--- src/rtl/decode_queue.sv ---
// Instruction buffer between fetch and execute with an RV32IM/Zicsr decoder on the head entry.
// Circular queue of {inst, pc}; the decoded head is presented over a valid/ready handshake.
module decode_queue #(
  parameter int unsigned DEPTH      = 4,
  parameter bit          ENABLE_M   = 1'b1,
  parameter bit          ENABLE_CSR = 1'b1
) (
  input  logic        clk,
  input  logic        rst_n,
  input  logic        flush,
  input  logic        in_valid,
  output logic        in_ready,
  input  logic [31:0] in_inst,
  input  logic [31:0] in_pc,
  output logic        out_valid,
  input  logic        out_ready,
  output logic [31:0] out_pc,
  output logic [4:0]  out_rs1_addr,
  output logic [4:0]  out_rs2_addr,
  output logic [4:0]  out_rd_addr,
  output logic [31:0] out_imm,
  output logic [2:0]  out_funct3,
  output logic [3:0]  out_alu_op,
  output logic        out_alu_src_b,
  output logic        out_reg_wen,
  output logic        out_is_load,
  output logic        out_is_store,
  output logic        out_is_jal,
  output logic        out_is_jalr,
  output logic        out_is_branch,
  output logic        out_is_lui,
  output logic        out_is_auipc,
  output logic        out_is_m_ext,
  output logic        out_is_csr,
  output logic        out_is_system,
  output logic [1:0]  out_csr_op_type,
  output logic        out_csr_use_imm,
  output logic [11:0] out_csr_addr,
  output logic        out_illegal
);

  localparam int unsigned PtrW = $clog2(DEPTH);
  localparam int unsigned CntW = PtrW + 1;
  localparam logic [CntW-1:0] DepthCnt = CntW'(DEPTH);

  localparam logic [6:0] OpcLui    = 7'b0110111;
  localparam logic [6:0] OpcAuipc  = 7'b0010111;
  localparam logic [6:0] OpcJal    = 7'b1101111;
  localparam logic [6:0] OpcJalr   = 7'b1100111;
  localparam logic [6:0] OpcBranch = 7'b1100011;
  localparam logic [6:0] OpcLoad   = 7'b0000011;
  localparam logic [6:0] OpcStore  = 7'b0100011;
  localparam logic [6:0] OpcOpImm  = 7'b0010011;
  localparam logic [6:0] OpcOp     = 7'b0110011;
  localparam logic [6:0] OpcSystem = 7'b1110011;

  localparam logic [3:0] AluAdd    = 4'd0;
  localparam logic [3:0] AluSll    = 4'd1;
  localparam logic [3:0] AluSlt    = 4'd2;
  localparam logic [3:0] AluSltu   = 4'd3;
  localparam logic [3:0] AluXor    = 4'd4;
  localparam logic [3:0] AluSrl    = 4'd5;
  localparam logic [3:0] AluOr     = 4'd6;
  localparam logic [3:0] AluAnd    = 4'd7;
  localparam logic [3:0] AluSub    = 4'd8;
  localparam logic [3:0] AluMul    = 4'd9;
  localparam logic [3:0] AluMulh   = 4'd10;
  localparam logic [3:0] AluMulhsu = 4'd11;
  localparam logic [3:0] AluMulhu  = 4'd12;
  localparam logic [3:0] AluSra    = 4'd13;
  localparam logic [3:0] AluDiv    = 4'd14;
  localparam logic [3:0] AluRem    = 4'd15;

  logic [31:0]     inst_mem [DEPTH];
  logic [31:0]     pc_mem   [DEPTH];
  logic [PtrW-1:0] wr_ptr_q, rd_ptr_q;
  logic [CntW-1:0] count_q;
  logic            push, pop;

  assign in_ready  = (count_q < DepthCnt) && !flush;
  assign out_valid = (count_q != '0);
  assign push      = in_valid && in_ready;
  assign pop       = out_valid && out_ready;

  always_ff @(posedge clk or negedge rst_n) begin
    if (!rst_n) begin
      wr_ptr_q <= '0;
      rd_ptr_q <= '0;
      count_q  <= '0;
    end else if (flush) begin
      wr_ptr_q <= '0;
      rd_ptr_q <= '0;
      count_q  <= '0;
    end else begin
      if (push) wr_ptr_q <= wr_ptr_q + PtrW'(1);
      if (pop)  rd_ptr_q <= rd_ptr_q + PtrW'(1);
      if (push && !pop)      count_q <= count_q + CntW'(1);
      else if (pop && !push) count_q <= count_q - CntW'(1);
    end
  end

  // Storage is deliberately not reset; count gates everything visible.
  always_ff @(posedge clk) begin
    if (push) begin
      inst_mem[wr_ptr_q] <= in_inst;
      pc_mem[wr_ptr_q]   <= in_pc;
    end
  end

  logic [31:0] inst, pc;
  logic [6:0]  opcode, funct7;
  logic [2:0]  funct3;
  assign inst   = inst_mem[rd_ptr_q];
  assign pc     = pc_mem[rd_ptr_q];
  assign opcode = inst[6:0];
  assign funct3 = inst[14:12];
  assign funct7 = inst[31:25];

  logic is_lui, is_auipc, is_jal, is_jalr, is_branch, is_load, is_store, is_opimm, is_op, is_sys;
  logic is_m, is_csr, is_priv, illegal;
  logic [3:0]  alu_op;
  logic [31:0] imm;

  assign is_lui    = (opcode == OpcLui);
  assign is_auipc  = (opcode == OpcAuipc);
  assign is_jal    = (opcode == OpcJal);
  assign is_jalr   = (opcode == OpcJalr);
  assign is_branch = (opcode == OpcBranch);
  assign is_load   = (opcode == OpcLoad);
  assign is_store  = (opcode == OpcStore);
  assign is_opimm  = (opcode == OpcOpImm);
  assign is_op     = (opcode == OpcOp);
  assign is_sys    = (opcode == OpcSystem);
  assign is_m      = is_op && (funct7 == 7'h01);
  assign is_csr    = is_sys && (funct3 != 3'b000) && (funct3 != 3'b100);
  assign is_priv   = is_sys && (funct3 == 3'b000);

  always_comb begin
    illegal = 1'b0;
    if (inst[1:0] != 2'b11) illegal = 1'b1;
    if (!(is_lui || is_auipc || is_jal || is_jalr || is_branch || is_load || is_store ||
          is_opimm || is_op || is_sys)) illegal = 1'b1;
    if (is_op && !(funct7 == 7'h00 || funct7 == 7'h20 || funct7 == 7'h01)) illegal = 1'b1;
    if (is_op && funct7 == 7'h20 && !(funct3 == 3'b000 || funct3 == 3'b101)) illegal = 1'b1;
    if (is_opimm && funct3 == 3'b001 && funct7 != 7'h00) illegal = 1'b1;
    if (is_opimm && funct3 == 3'b101 && !(funct7 == 7'h00 || funct7 == 7'h20)) illegal = 1'b1;
    if (is_sys && funct3 == 3'b100) illegal = 1'b1;
    if (is_m && !ENABLE_M) illegal = 1'b1;
    if (is_csr && !ENABLE_CSR) illegal = 1'b1;
  end

  always_comb begin
    alu_op = AluAdd;
    if (is_sys) begin
      alu_op = AluAdd;
    end else if (is_m) begin
      case (funct3)
        3'b000:        alu_op = AluMul;
        3'b001:        alu_op = AluMulh;
        3'b010:        alu_op = AluMulhsu;
        3'b011:        alu_op = AluMulhu;
        3'b100, 3'b101: alu_op = AluDiv;
        default:       alu_op = AluRem;
      endcase
    end else if (is_branch) begin
      case (funct3[2:1])
        2'b00:   alu_op = AluSub;
        2'b10:   alu_op = AluSlt;
        2'b11:   alu_op = AluSltu;
        default: alu_op = AluAdd;
      endcase
    end else if (is_op || is_opimm) begin
      case (funct3)
        3'b000:  alu_op = (is_op && funct7[5]) ? AluSub : AluAdd;
        3'b001:  alu_op = AluSll;
        3'b010:  alu_op = AluSlt;
        3'b011:  alu_op = AluSltu;
        3'b100:  alu_op = AluXor;
        3'b101:  alu_op = funct7[5] ? AluSra : AluSrl;
        3'b110:  alu_op = AluOr;
        default: alu_op = AluAnd;
      endcase
    end
  end

  always_comb begin
    imm = {{20{inst[31]}}, inst[31:20]};
    if (is_lui || is_auipc) imm = {inst[31:12], 12'h000};
    else if (is_jal)    imm = {{12{inst[31]}}, inst[19:12], inst[20], inst[30:21], 1'b0};
    else if (is_branch) imm = {{20{inst[31]}}, inst[7], inst[30:25], inst[11:8], 1'b0};
    else if (is_store)  imm = {{20{inst[31]}}, inst[31:25], inst[11:7]};
    else if (is_sys)    imm = {27'd0, inst[19:15]};
  end

  logic vld, ctl;
  assign vld = out_valid;
  assign ctl = out_valid && !illegal;

  // Illegal entries keep pc/funct3/register fields so execute can report the trap.
  always_comb begin
    out_pc          = vld ? pc : 32'd0;
    out_rs1_addr    = (vld && !is_lui && !is_auipc) ? inst[19:15] : 5'd0;
    out_rs2_addr    = vld ? inst[24:20] : 5'd0;
    out_rd_addr     = vld ? inst[11:7] : 5'd0;
    out_imm         = vld ? imm : 32'd0;
    out_funct3      = vld ? funct3 : 3'd0;
    out_csr_addr    = vld ? inst[31:20] : 12'd0;
    out_illegal     = vld && illegal;
    out_alu_op      = ctl ? alu_op : AluAdd;
    out_alu_src_b   = ctl && !(is_op || is_branch || is_csr);
    out_reg_wen     = ctl && (is_lui || is_auipc || is_jal || is_jalr || is_load || is_opimm ||
                              is_op || is_csr);
    out_is_load     = ctl && is_load;
    out_is_store    = ctl && is_store;
    out_is_jal      = ctl && is_jal;
    out_is_jalr     = ctl && is_jalr;
    out_is_branch   = ctl && is_branch;
    out_is_lui      = ctl && is_lui;
    out_is_auipc    = ctl && is_auipc;
    out_is_m_ext    = ctl && is_m;
    out_is_csr      = ctl && is_csr;
    out_is_system   = ctl && is_priv;
    out_csr_op_type = (ctl && is_csr) ? (funct3[1:0] - 2'd1) : 2'd0;
    out_csr_use_imm = ctl && is_csr && funct3[2];
  end

endmodule

--- config.mk ---
export PLATFORM = sky130hd
export DESIGN_NAME = decode_queue
export DESIGN_NICKNAME = d
export VERILOG_FILES = /design/src/rtl/decode_queue.sv
export SDC_FILE = /design/constraint.sdc
export NUM_CORES = 1
export LEC_CHECK = 0
export ABC_CLOCK_PERIOD_IN_PS = 4320
export CAP_MARGIN = 20
export CORE_MARGIN = 10
export CORE_UTILIZATION = 53
export DETAILED_ROUTE_END_ITERATION = 10
export PLACE_DENSITY = 0.79
export SKIP_CTS_REPAIR_TIMING = 1
export SYNTH_ARGS = -nofsm -noshare
export SYNTH_HDL_FRONTEND = slang
export SYNTH_SLANG_ARGS = --single-unit
--- constraint.sdc ---
create_clock -name clk -period 4.32 [get_ports clk]
set_clock_uncertainty 0.1 [all_clocks]
set_input_delay 0.432 -clock clk [delete_from_list [all_inputs] [get_ports clk]]
set_output_delay 0.432 -clock clk [all_outputs]
set_load 0.1 [all_outputs]
==> reports/summary.md <==
For the pin with the worst max-slew slack, the measured transition is 1.02 ns. In the final routed layout, each cell accounts on average for 24.5 um. The core region is 0.0209 sq mm. Clock latency on the worst-skew pair, taken at its later pin, is 0.53 ns. Ratio of cells with drive above 1 in the final layout: 0.321. The tools report the initial core utilization as 0.534.

The normalized max-slew margin was 0.323; the chip height was 165 um. The most used flip-flop cell after synthesis was edfxtp_1. Signal routing reaches up to met4. STA classifies the critical path startpoint as a register.

The overall global routing resource usage was 0.198; the detailed router's first-iteration violation count was 549. The library cell used most frequently in the layout, excluding fill and tap cells, is edfxtp_1. The portion of the post-synthesis area used by sequential elements is 0.705, and the share of the clock period used by the worst path after layout is 0.963.

For the number of DRC violations after detailed routing, the log shows 0. Compared with the post-synthesis result, the final layout area differs by 31.2%. Buffers inserted during clock tree synthesis total 27. The routed design uses 13600 um of met2 wire. Before antenna repair, the detailed router went through 5 iterations. The tools report the master cell of the clock root buffer as clkbuf_16.

The worst-case setup slack after placement is 0.463 ns. The run finished with clean final reports. The number of cells on the worst reg-to-reg path is 10. The wire length of the first global-routing pass was 41400 um. The detailed router put a total of 11400 um of wire on met1. The tools report the number of nets with antenna violations after routing as 0. Each instance of the synthesized netlist takes up on average 17.5 sq um. Static timing analysis puts the maximum clock frequency at 240 MHz.

The initial antenna violation count came out at 1. The proportion of synthesized flip-flops having asynchronous set or reset is 0.0266, and the post-detailed-routing wire length is 27800 um. In the post-route analysis, the smallest setup slack over all paths is 0.161 ns.

The critical path endpoint category is an output port. From left edge to right edge, the die measures 165 um. The library cells used most frequently in the layout, excluding fill and tap cells, are 256 x edfxtp_1, 87 x buf_4, 69 x clkdlybuf4s50_1. The logs give 717 for the total nets after synthesis and 0.701 for the final core area utilization.

The tools report the number of endpoints with negative hold slack in the final report as 0. In the routed layout, each cell is associated on average with a via count of 5.77. Setup slack on the worst reg-to-reg path comes out at 1.34 ns.

The final number of max-transition violations came out at 0. Detailed routing placed a total of 2280 um of wire on met3. Grouping stages by cell kind, the critical path spends the most delay in buffers and inverters. The H-tree depth reported by CTS came out at 1. Setup violations remaining at the end of the flow were counted as 0. The clock sink count came out at 263. Of all nets on the critical path, the largest fanout is 16. In this design, the stage delay of the slowest critical-path cell is 0.65 ns. Summing all multi-input logic gate instances after layout gives 0.00317 sq mm. The final-layout fill cell count was 1318.

The logs give 6813 for the via count of the first global-routing pass and 0.0112 sq mm for the netlist area before placement. Counting both buffers and inverters, the worst setup path holds a total of 5. The worst hold margin was 0.0799 ns; the clock slew seen by the registers of the worst setup and hold paths was 0.06 ns. During placement, the flow inserted port buffers numbering 184. The final critical path time including I/O delays and setup was 4.16 ns; the number of synthesized flops with an enable pin was 256. For the placed wire-length estimate after detailed placement, the log shows 18200 um. Global routing finished with a remaining overflow of 0. Master of the slowest instance on the critical path: mux4_2. Walking the worst path, the cells encountered are buf_6 > mux4_2 > buf_4 > and4b_1 > a211oi_1 > nor4_4 > buf_4 > o31ai_4 > buf_12 > a31oi_2 > buf_12. For this design the top-level I/O count stands at 185.

STA puts the critical path data arrival time at 3.63 ns. Setup repair after global routing left no endpoint under its margin. The run gives 6558 as the total number of vias.

For the instance count of the mapped netlist, the log shows 639. By startpoint and endpoint, the worst setup path is classified as reg2out. The aggregate negative setup slack came out at 0 ns. The worst path required time was 3.79 ns; the final net count was 917. The number of different library cells used by synthesis comes to 59. For this run, the number of Yosys warnings is 0.

The endpoint identified for the worst register-to-register timing path is count_q[2]. The startpoint of the lowest-slack register-to-register path is count_q[2]. The max-capacitance violation count was 0. Entering global routing, the biggest net connects 65 pins.

The sequential cells in the finished layout cover a total of 0.00787 sq mm. In this run the worst hold path is classified as in2async. The die covers 0.0273 sq mm.

TritonCTS built the clock tree. Counting along the longest clock path gives a buffer depth of 3. After floorplanning, the core was divided into 53 placement rows. Counting flops and latches in the post-synthesis netlist gives 263.

Routability-driven placement finished with a final weighted congestion of 0.918.
==> area by class of cell <==
cell class,count,share of cell area
multi-input combinational,320,0.217
clock inverter,15,0.0118
antenna,1,0.000171
sequential,263,0.538
timing repair buffer,204,0.156
inverter,23,0.00590
clock buffer,35,0.0482
tap,275,0.0235
==> stage by stage <==
step	instances	instance area, sq um
2_1_floorplan	639	11200
3_3_place_gp	1072	13600
3_5_place_dp	1072	13600
4_1_cts	1122	14500
5_1_grt	1136	14600
6_report	1136	14600
==> cells in the mapped netlist, types with 2 or more instances <==
cell type | number | share of area
a211oi_1 | 6 | 0.0040
a21oi_1 | 19 | 0.0085
and2_1 | 45 | 0.025
and3_1 | 6 | 0.0034
and4_1 | 2 | 0.0016
buf_2 | 8 | 0.0036
buf_4 | 9 | 0.0061
buf_6 | 3 | 0.0030
clkbuf_1 | 14 | 0.0047
dfrtp_1 | 7 | 0.016
edfxtp_1 | 256 | 0.69
ha_1 | 8 | 0.0090
inv_1 | 22 | 0.0074
mux2i_1 | 6 | 0.0054
mux4_2 | 63 | 0.13
nand2_1 | 44 | 0.015
nand2b_1 | 4 | 0.0022
nand3_1 | 6 | 0.0027
nand3b_1 | 2 | 0.0013
nand4_1 | 2 | 0.0011
nor2_1 | 38 | 0.013
nor2b_1 | 7 | 0.0039
nor3_1 | 9 | 0.0040
nor3_2 | 6 | 0.0054
nor4_1 | 5 | 0.0028
o21ai_0 | 4 | 0.0018
o22ai_1 | 2 | 0.0011
or3_1 | 2 | 0.0011
xnor2_1 | 3 | 0.0024
xor2_1 | 2 | 0.0016
==> how the worst max path moves through the flow <==
stage	to	depth (start not counted)	slack (ns)	from
finish	out_alu_src_b	11	0.16	rd_ptr_q[0]
global route	out_imm[3]	6	0.003	rd_ptr_q[0]
CTS	out_is_system	8	-0.11	rd_ptr_q[0]
detailed placement	out_is_system	8	0.46	rd_ptr_q[0]
global placement	out_is_store	8	0.53	rd_ptr_q[0]
floorplan	out_is_system	11	-0.62	rd_ptr_q[0]
==> kinds of logic (layout without fill, tap and decap cells) <==
logic type	Yosys count	in the layout	share of synthesized area
AO/OA/AOI/OAI	46	47	0.0281
XOR/XNOR	5	5	0.00393
adder cells (fa/ha/maj)	9	9	0.0108
buffers and inverters	58	277	0.0255
flip-flops	263	263	0.705
multiplexers	70	71	0.134
other	0	1	0
AND/OR/NAND/NOR	188	188	0.0934
==> per-layer routing <==
metal | up-vias | GRT usage
met5 | - | 0
met4 | 0 | 0.0431
li1 | 2909 | -
met2 | 285 | 0.324
met3 | 35 | 0.0469
met1 | 3329 | 0.266
==> registers in the layout, indices dropped and copies added (netlist names) <==
signal / cells
count_q: 3
inst_mem: 128
pc_mem: 128
rd_ptr_q: 2
wr_ptr_q: 2
Power is left out: the tool's default activity adds up to more than one toggle a clock period on the data nets, which glitch-free logic cannot reach.
